$ cat config.mk
export PLATFORM = sky130hd
export DESIGN_NAME = noc_output_arbiter
export DESIGN_NICKNAME = d
export VERILOG_FILES = /design/src/rtl/noc_output_arbiter.sv
export SDC_FILE = /design/constraint.sdc
export NUM_CORES = 1
export LEC_CHECK = 0
export BUFFER_PORTS_ARGS = -buffer_cell sky130_fd_sc_hd__clkbuf_2
export CAP_MARGIN = 20
export CORE_AREA = 2 2 191 193
export DETAILED_ROUTE_END_ITERATION = 10
export DIE_AREA = 0 0 193 195
export PLACE_DENSITY_LB_ADDON = 0.08
export SYNTH_ARGS = -nofsm -noshare
export SYNTH_HDL_FRONTEND = slang
export SYNTH_SLANG_ARGS = --single-unit
$ cat constraint.sdc
create_clock -name clk -period 5.2 [get_ports clk]
set_input_delay 0.52 -clock clk [delete_from_list [all_inputs] [get_ports clk]]
set_output_delay 0.52 -clock clk [all_outputs]
set_load 0.02 [all_outputs]
$ cat src/rtl/noc_output_arbiter.sv
// Round-robin arbiter for one router output channel. It picks one non-empty,
// unmasked upstream flit buffer per cycle and keeps saturating per-port flit counters.

module noc_fwd_cnt #(
  parameter int CNT_WIDTH = 16
) (
  input  logic                 clk,
  input  logic                 reset,
  input  logic                 clr,
  input  logic                 inc,
  output logic [CNT_WIDTH-1:0] cnt
);
  // A clear takes priority over a same-cycle increment.
  always_ff @(posedge clk) begin
    if (reset || clr)
      cnt <= '0;
    else if (inc && (cnt != {CNT_WIDTH{1'b1}}))
      cnt <= cnt + CNT_WIDTH'(1);
  end
endmodule

module noc_output_arbiter #(
  parameter int PAC_WIDTH = 64,
  parameter int NUM_PORTS = 5,
  parameter int CNT_WIDTH = 16,
  parameter int IDX_WIDTH = $clog2(NUM_PORTS)
) (
  input  logic                           clk,
  input  logic                           reset,
  input  logic [NUM_PORTS-1:0]           up_empty,
  input  logic [NUM_PORTS*PAC_WIDTH-1:0] up_data,
  output logic [NUM_PORTS-1:0]           up_ren,
  input  logic [NUM_PORTS-1:0]           port_mask,
  input  logic                           dn_full,
  output logic                           dn_wen,
  output logic [PAC_WIDTH-1:0]           dn_data,
  output logic                           grant_valid,
  output logic [IDX_WIDTH-1:0]           grant_idx,
  input  logic                           cnt_clr,
  output logic [NUM_PORTS*CNT_WIDTH-1:0] fwd_cnt
);
  logic [NUM_PORTS-1:0][PAC_WIDTH-1:0] up_flit;
  logic [NUM_PORTS-1:0]                req;
  logic [IDX_WIDTH-1:0]                rr_ptr;
  logic [IDX_WIDTH-1:0]                sel;
  logic                                found;
  logic                                grant;
  int unsigned                         p;

  assign up_flit = up_data;
  assign req     = ~up_empty & ~port_mask;

  // Scan from rr_ptr with an explicit wrap so non-power-of-two port counts stay in range.
  always_comb begin
    found = 1'b0;
    sel   = '0;
    p     = 0;
    for (int k = 0; k < NUM_PORTS; k++) begin
      p = int'(rr_ptr) + k;
      if (p >= NUM_PORTS) p = p - NUM_PORTS;
      if (!found && req[IDX_WIDTH'(p)]) begin
        found = 1'b1;
        sel   = IDX_WIDTH'(p);
      end
    end
  end

  assign grant       = found && !dn_full && !reset;
  assign grant_valid = grant;
  assign dn_wen      = grant;
  assign grant_idx   = grant ? sel : '0;
  assign up_ren      = grant ? (NUM_PORTS'(1) << sel) : '0;
  assign dn_data     = grant ? up_flit[sel] : '0;

  always_ff @(posedge clk) begin
    if (reset)
      rr_ptr <= '0;
    else if (grant)
      rr_ptr <= (sel == IDX_WIDTH'(NUM_PORTS - 1)) ? '0 : sel + IDX_WIDTH'(1);
  end

  for (genvar i = 0; i < NUM_PORTS; i++) begin : g_cnt
    noc_fwd_cnt #(.CNT_WIDTH(CNT_WIDTH)) u_cnt (
      .clk   (clk),
      .reset (reset),
      .clr   (cnt_clr),
      .inc   (grant && (sel == IDX_WIDTH'(i))),
      .cnt   (fwd_cnt[i*CNT_WIDTH +: CNT_WIDTH])
    );
  end
endmodule
# Word level (Yosys, flattened, before mapping)
# Cells that the tools add are included.
# classes
n_addsub,15
n_lt_le_gt_ge,11
n_eq_ne,9
shift,1
n_mux,31
bitwise,3
n_reduce_logical,24
# ops
operator,n
binary-select mux 64 bit (select 3 bit),1
2-to-1 mux 64 bit,2
"adder 16 x 1 -> 16 bit, second input constant",5
"inequality test 16 bit, second input constant",5
2-to-1 mux 3 bit,12
"< comparator 3 x 4 -> 1 bit, second input constant",6
"greater-or-equal comparator 4 x 3 -> 1 bit, second input constant",4
logical AND 1 bit,16
binary-select mux 1 bit (select 3 bit),5
"subtractor 3 bit, second input constant",5
2-to-1 mux 1 bit,10
NOT 5 bit,2
"adder 3 x 2 -> 4 bit, second input constant",2
"== test 3 x 2 -> 1 bit, second input constant",2
logical NOT 1 bit,6
AND 5 bit,1
2-to-1 mux 5 bit,1
"<< shifter 1 x 3 -> 5 bit, first input constant",1
"adder 3 x 1 -> 4 bit, second input constant",1
"adder 3 x 3 -> 4 bit, second input constant",1
"adder 3 x 1 -> 3 bit, second input constant",1
"== test 3 x 1 -> 1 bit, second input constant",1
"== test 3 bit, second input constant",1
"greater-or-equal comparator 3 bit, second input constant",1
other kinds (2),2
# totals
regBits,83
in_bits,334
out_inout_bits,154
wordCells,100

# Longest topological paths before layout
# Gate-level depths: netlist of the first run.
# depth
ltp_word,21
mapped_depth,18
ltp_nobuf,15

# Hierarchy
# A second synthesis of the first run with hierarchy kept.
# unflattened
cells_unflattened,973
hier_area_um2,8712.1
# by_module_without_submodules
mod,instances,cells_each,area_each_um2,seq_area_each_um2
noc_output_arbiter,1,498,4476.8,60.1
noc_fwd_cnt,5,95,847.1,320.3

# Worst setup path before layout of the first run
# Ideal clock, no wire load.
# synth_timing
path_kind,reg2out
start,register rr_ptr[0]
end,output port dn_data[56]
arrival_ns,4.123
t_required_ns,4.680
setup_slack_ns,0.557
stages_incl_launch_ff,17
n_path_buf,3
cell_sequence,dfxtp_1 inv_1 clkbuf_1 ha_1 inv_1 fa_1 a21o_1 a22oi_1 a21oi_1 a211oi_2 a32oi_1 o221a_2 o21a_1 clkbuf_1 nor2_1 clkbuf_1 a22o_1
# synth_between
elab_chain_cells,20
word_cells_on_any_way,52
classes_between,add/sub (9); order compare (5); mux (28); reduce/logical (10)
# synth_rtl
item,line,source
"start, declared",44,logic [IDX_WIDTH-1:0] rr_ptr;
"start signal, assigned",79,rr_ptr <= (sel == IDX_WIDTH'(NUM_PORTS - 1)) ? '0 : sel + IDX_WIDTH'(1);
"parallel branches: the longest is 19 deep, another holds adder 3 x 1 -> 4 bit",n/a,
2-to-1 mux 64 bit *,73,assign dn_data = grant ? up_flit[sel] : '0;
"end, declared",36,"output logic [PAC_WIDTH-1:0] dn_data,"
# Mark *: on every way between the ends. The select of a mux whose other input is x is not followed.

# Worst setup path in the final report of the first run
# layout_timing
start,register rr_ptr[1]
end,output port dn_data[13]
# Same word-level chain as after synthesis.

==> impl_metrics.csv, run 1 <==
group,metric,value,unit
outcome,status,"finished, final reports clean",
global_routing,grt_pass1_vias,10025,
timing,final-max-slew-violation-count,0,
timing,fin_ws,0.244,ns
worst_setup_path,required,4.68,ns
global_routing,grt_pass1_wl,66900,um
timing,slew_headroom,0.444,
route,avgRoutedWirePerCell,23.2,um
timing,finClkSkew,0.0123,ns
timing,post-route-period-util,0.953,
floorplan,start_util,0.221,
worst_setup_path,crit_end,"dn_data[13]",
finish,fin_nets,1953,
placement,portBuffers,487,
timing,setup_viol,0,
placement,place_area,10900,sq um
synthesis,synth_compound_area_frac,0.344,
timing,rsz0062_at_grt,"true",
worst_setup_path,r2r_slack,0.78,ns
synthesis,synth_edf_count,0,
synthesis,synth_top_area_share,0.213,
floorplan,dieArea,37600,sq um
pwr,ir_worst_vdd,0.000373,V
cts,numCtsBuffers,9,
placement,pre_cts_ws,0.483,ns
route,wirelength,48000,um
synthesis,netlist_area,7820,sq um
route,vias,10907,
cts,clkTransAtPathRegs,0.07,ns
route,ant_nets,0,
placement,dp_hpwl,38800,um
route,drt_first_pass_iters,5,
cts,cts_tree,"yes",
worst_setup_path,path_cells,"inv_1, ha_1, or3b_1, a21boi_0, and3_4, nor4_4, buf_4, nor2_1, a311o_1, buf_4, nor2_4, buf_12, a22o_1, clkbuf_2",
synthesis,syn_nets,1500,
synthesis,ys_types,73,
floorplan,io_pins,488,
synthesis,synth_top_family_by_area,"compound AO/OA/AOI/OAI gates",
cts,cts.sinks,83,
worst_setup_path,cpPeakStageDelay,0.49,ns
floorplan,die-height,195,um
worst_setup_path,ff2ff_path_depth,13,
worst_setup_path,worst-path-stages,14,
finish,final_area,11300,sq um
synthesis,synth_xor_area_frac,0.0134,
route,drcViolationCount,0,
worst_setup_path,worst_path_dominant_cell_family,"simple AND/OR/NAND/NOR gates",
global_routing,grt_max_degree,74,
pwr,p_leak,0.00519,uW
timing,max_freq,202,MHz
finish,finish.utilization,0.319,
worst_setup_path,cpMaxStageDelayCell,"a311o_1",
synthesis,syn_inst,1152,
flow_run,max_cap_violations,0,
worst_hold_path,min_path_type,"reg2reg",
worst_setup_path,critPathKind,"reg2out",
timing,tightest_slew,0.823,ns
global_routing,grt_use_total,0.240,
synthesis,synthArstFlopShare,0,
pwr,power_density,641,nW/um^2
worst_setup_path,crit_path_start_kind,"register",
synthesis,synth.area.mux_share,0.0219,
worst_setup_path,critical_path.max_fanout,64,
cts,cts-root-buf,"clkbuf_16",
synthesis,synth_top_area_cell,"dfxtp_1",
global_routing,overflow,0,
worst_setup_path,worstPathArrival,4.44,ns
route,first_iter_violations,793,
cts,holdBufCountCts,0,
finish,area_delta_synth_final,44.4,%
synthesis,synth_adder_area_share,0.0234,
pwr,power,7240,uW
finish,layout-drive-gt1-share,0.362,
worst_setup_path,end_kind,"output port",
synthesis,synth_ff_type,"dfxtp_1",
worst_setup_path,setup.worst_path.start,"rr_ptr[1]",
timing,finalHoldViolCount,0,
synthesis,yosys_warnings,0,
synthesis,yosys.area_share.simple,0.325,
timing,setup_tns,0,ns
synthesis,ys_seq_area_frac,0.213,
synthesis,synth_area_leaders,"dfxtp_1, nand2_1, a21oi_1",
finish,fillers,4021,
cts,clk_latency,0.35,ns
worst_setup_path,worstReg2RegStart,"rr_ptr[1]",
cts,htree_num_levels,3,
cts,clockBufferDepth,2,
timing,fin_crit,4.96,ns
worst_setup_path,cp.buffers_inverters,5,
floorplan,design.core.area,35400,sq um
floorplan,core.rowCount,69,
route,via_per_inst,5.26,
floorplan,die-width,193,um
worst_setup_path,crit_top_cell,"buf_4",
synthesis,yosys_register_bits,83,
global_routing,antenna_found_initial,10,
placement,place_congestion,0.958,
worst_setup_path,r2r-end,"g_cnt[1].u_cnt.cnt[8]",
synthesis,syn_avg_cell_area,6.78,sq um
[cells by family after synthesis]
group	count (synthesis)
buffers and inverters	114
and+or+nand+nor	529
adders and majority gates	14
muxes	17
xor gates and xnor gates	12
AOI/OAI and AO/OA	383
DFF	83
[worst register-to-register path, cell delays in order (launching register included)]
cell      delay, ns
dfxtp_1        0.44
inv_1          0.16
ha_1           0.41
or3b_1         0.40
a21boi_0       0.17
and3_4         0.23
nor4_4         0.38
buf_4          0.20
nor2_1         0.06
a311o_1        0.49
buf_4          0.24
or4_1          0.69
or3_1          0.37
a21oi_1        0.14
[stage by stage]
| stage | std cells | hold WS (ns) |
|---|---|---|
| CTS | 2066 | 0.501 |
| global placement | 2051 | 0.480 |
| global route | 2071 | 0.526 |
| floorplan | 1152 | 0.549 |
| detailed placement | 2051 | 0.489 |
| finish | 2072 | 0.500 |
[power by group]
group	switching [uW]	leakage [uW]	internal, uW
logic	3790	0.00439	2150
registers	12.8	0.000669	645
clock network	310	0.000134	329
total	4110	0.00519	3130
[metal layers]
layer / routed length (um) / up-vias / GRT usage / part of all wire
met1: 19200 / 5145 / 0.296 / 0.40
li1: - / 5221 / - / -
met3: 3790 / 69 / 0.0678 / 0.079
met4: 1260 / 14 / 0.0620 / 0.026
met5: 97 / - / 0 / 0.0020
met2: 23600 / 458 / 0.409 / 0.49
[registers in the layout, indices dropped and copies added (netlist names)]
register         flops
rr_ptr               3
g_cnt.u_cnt.cnt     80
[cells in the mapped netlist, types with 5 or more instances]
| cell type | number |
|---|---|
| a211oi_1 | 11 |
| a21o_1 | 9 |
| a21oi_1 | 125 |
| a22o_1 | 64 |
| a32oi_1 | 64 |
| and2_1 | 9 |
| and3_1 | 24 |
| buf_1 | 9 |
| buf_2 | 6 |
| clkbuf_1 | 73 |
| dfxtp_1 | 83 |
| ha_1 | 13 |
| inv_1 | 20 |
| mux2i_1 | 16 |
| nand2_1 | 261 |
| nand2b_1 | 10 |
| nand3_1 | 46 |
| nand4_1 | 26 |
| nor2_1 | 51 |
| nor3_1 | 12 |
| nor3b_1 | 5 |
| o21ai_0 | 40 |
| o22ai_1 | 5 |
| o31ai_1 | 11 |
| or2_2 | 7 |
| or3_1 | 45 |
| or4_1 | 12 |
| xnor2_1 | 6 |
| xor2_1 | 6 |
[cells in the final DEF (no fill, tap or decap), types with 5 or more instances in the layout]
master,instances
nand3_1,46
a21o_1,9
nand4_1,26
buf_12,7
dfxtp_1,83
mux2i_1,16
or3_1,45
and3_1,24
o31ai_1,11
or4_1,12
xnor2_1,6
a21oi_1,125
xor2_1,6
nor2_1,47
clkbuf_16,10
a211oi_1,10
nand2b_1,10
o21ai_0,39
buf_4,38
clkbuf_2,487
a22o_1,64
nand2_1,259
inv_1,20
o22ai_1,5
or2_2,7
and2_1,9
nor3_1,12
nor3b_1,5
ha_1,13
a32oi_1,64
[layout make-up]
type	instances	area, sq um	share of cell area
Multi-Input combinational cell	955	5760	0.510
Clock inverter	6	50.0	0.00443
Timing Repair Buffer	535	2930	0.259
Tap cell	461	577	0.0511
Antenna cell	2	5.00	0.000443
Inverter	21	82.6	0.00732
Sequential cell	83	1660	0.147
Clock buffer	9	225	0.0200
[what timing repair did]
action                                  in CTS  in global routing
endpoints found under the setup margin       0                 48
gates resized for setup                      0                 10
setup buffers                                0                  3
[worst min-delay path by stage]
stage | end | depth (start not counted) | from | slack, ns
after global routing | g_cnt[4].u_cnt.cnt[10] | 2 | g_cnt[4].u_cnt.cnt[10] | 0.53
after CTS | g_cnt[1].u_cnt.cnt[8] | 2 | g_cnt[1].u_cnt.cnt[8] | 0.50
after global placement | g_cnt[4].u_cnt.cnt[10] | 2 | g_cnt[4].u_cnt.cnt[10] | 0.48
final | g_cnt[2].u_cnt.cnt[7] | 2 | g_cnt[2].u_cnt.cnt[7] | 0.50
after detailed placement | g_cnt[2].u_cnt.cnt[7] | 2 | g_cnt[2].u_cnt.cnt[7] | 0.49
after floorplan | g_cnt[4].u_cnt.cnt[8] | 2 | g_cnt[4].u_cnt.cnt[8] | 0.55
No activity file was read; power rests on OpenSTA's default activity.
==> run 2, diff against run 1 <==
CORE_AREA = 2 2 188 190   (was 2 2 191 193)
DIE_AREA = 0 0 190 192   (was 0 0 193 195)
REMOVE_ABC_BUFFERS = 1   (was default)
==> run 2 against run 1 <==
Clock-buffer cell count up 1. Via count fell by 0.26%. Worst hold slack got worse by 0.0080 ns. Non-clock buffer count shrank 16. First-iteration DRC count down 10%. Sequential share of layout area rose by 0.085 points. Critical endpoint is now dn_data[21]. Highest routed layer unchanged.
==> impl_metrics.csv, run 2 (synthesis gave the netlist of run 1 again) <==
group,metric,value,unit
outcome,status,"finished, final reports clean",
global_routing,grt_pass1_wl,67500,um
pwr,ir_worst_vdd,0.000528,V
finish,layout_common_cells,"clkbuf_2, nand2_1, a21oi_1",
route,wirelength,48900,um
finish,area_delta_synth_final,44.0,%
finish,top_regs,"g_cnt.u_cnt.cnt x80, rr_ptr x3",
placement,portBuffers,487,
placement,dp_hpwl,39900,um
global_routing,grt_pass1_vias,10014,
timing,final-max-slew-violation-count,0,
worst_setup_path,end_kind,"output port",
timing,finalHoldViolCount,0,
finish,mostFrequentLayoutCell,"clkbuf_2",
timing,max_freq,202,MHz
timing,tightest_slew,0.867,ns
timing,rsz0062_at_grt,"false",
timing,finClkSkew,0.00692,ns
finish,fin_nets,1938,
route,first_iter_violations,712,
global_routing,antenna_found_initial,36,
route,avgRoutedWirePerCell,23.7,um
timing,post-route-period-util,0.952,
floorplan,dieArea,36500,sq um
route,drt_first_pass_iters,6,
placement,place_congestion,0.897,
cts,cts_tree,"yes",
global_routing,overflow,0,
timing,setup_viol,0,
pwr,power,7120,uW
worst_setup_path,crit_path_start_kind,"register",
worst_setup_path,critical_path.max_fanout,56,
cts,htree_num_levels,3,
cts,cts-root-buf,"clkbuf_16",
flow_run,max_cap_violations,0,
floorplan,die-width,190,um
route,ant_nets,0,
floorplan,start_util,0.228,
worst_setup_path,worstPathArrival,4.43,ns
floorplan,die-height,192,um
floorplan,core.rowCount,68,
floorplan,design.core.area,34300,sq um
timing,fin_crit,4.95,ns
global_routing,grt_use_total,0.250,
cts,clk_latency,0.34,ns
worst_setup_path,required,4.68,ns
timing,setup_tns,0,ns
timing,hold_slack,0.492,ns
finish,regMostFlops,"g_cnt.u_cnt.cnt",
cts,clockBufferDepth,2,
worst_setup_path,critPathKind,"reg2out",
pwr,power_density,633,nW/um^2
route,drcViolationCount,0,
finish,layout-drive-gt1-share,0.355,
global_routing,grt_max_degree,101,
cts,clkTransAtPathRegs,0.07,ns
pwr,p_leak,0.00515,uW
floorplan,io_pins,488,
worst_hold_path,min_path_type,"reg2reg",
cts,cts.sinks,83,
route,vias,10879,
finish,largest_register_ffs,80,
timing,slew_headroom,0.414,
cts,numCtsBuffers,9,
route,via_per_inst,5.28,
## run 2: changes by cell type in the layout (fill, tap and decap cells not counted), sizes merged
cell	change
buf	-15
diode	+10
bufinv	+3
inv	-3
nand2	+1
## run 2: routing by layer
metal  share of wire  up-vias  wire (um)  GRT usage
li1                -     5205          -          -
met1            0.43     5059      21000      0.327
met2            0.43      500      20800      0.365
met3            0.12       73       6070      0.124
met4           0.014       42        679     0.0614
met5          0.0049        -        241          0
## run 2: power by group
| part | switching (uW) | internal [uW] | total [uW] | leakage [uW] |
|---|---|---|---|---|
| Sequential | 20.8 | 647 | 668 | 0.000670 |
| Combinational | 3690 | 2010 | 5700 | 0.00432 |
| Clock | 278 | 471 | 749 | 0.000159 |
## run 2: repair_timing
item / CTS / global route
gates cloned: 0 / 1
gates resized for setup: 1 / 10
hold buffers: 0 / 0
hold endpoints to repair: 0 / 0
setup buffers: 0 / 1
endpoints found under the setup margin: 60 / 62
pin swaps: 0 / 3
## run 2: critical path: stages (launching register included)
cell,delay (ns)
dfxtp_4,0.45
ha_1,0.17
inv_1,0.04
fa_1,0.46
a21o_1,0.25
a22oi_1,0.30
a21oi_1,0.24
a211oi_4,0.36
o211ai_1,0.15
a311o_2,0.46
nand2_8,0.20
buf_12,0.26
a21oi_1,0.07
a32oi_1,0.16
a22o_1,0.25
clkbuf_2,0.20
## run 2: final timing paths
path,start,to,slack [ns],cells after the start
worst max-delay path,rr_ptr[1],dn_data[21],0.25,15
worst min-delay path,g_cnt[2].u_cnt.cnt[9],g_cnt[2].u_cnt.cnt[9],0.49,2
worst max register to register,rr_ptr[1],g_cnt[1].u_cnt.cnt[5],0.65,14
worst min register to register,g_cnt[2].u_cnt.cnt[9],g_cnt[2].u_cnt.cnt[9],0.49,2
## run 2: final cells by class
type | instances | area [sq um]
Fill cell | 3890 | 23000
Multi-Input combinational cell | 956 | 5770
Timing Repair Buffer | 519 | 2800
Sequential cell | 83 | 1670
Tap cell | 455 | 569
Clock buffer | 10 | 229
Clock inverter | 6 | 114
Inverter | 21 | 78.8
Antenna cell | 12 | 30.0
## run 2: through the flow
step	instances	area, sq um	setup slack [ns]	utilization
2_1_floorplan	1059	7430	-3.93	-
3_3_place_gp	2032	10800	0.246	0.316
3_5_place_dp	2032	10800	0.188	0.316
4_1_cts	2048	11200	0.0255	0.326
5_1_grt	2056	11200	0.0116	0.328
6_report	2062	11300	0.249	0.328
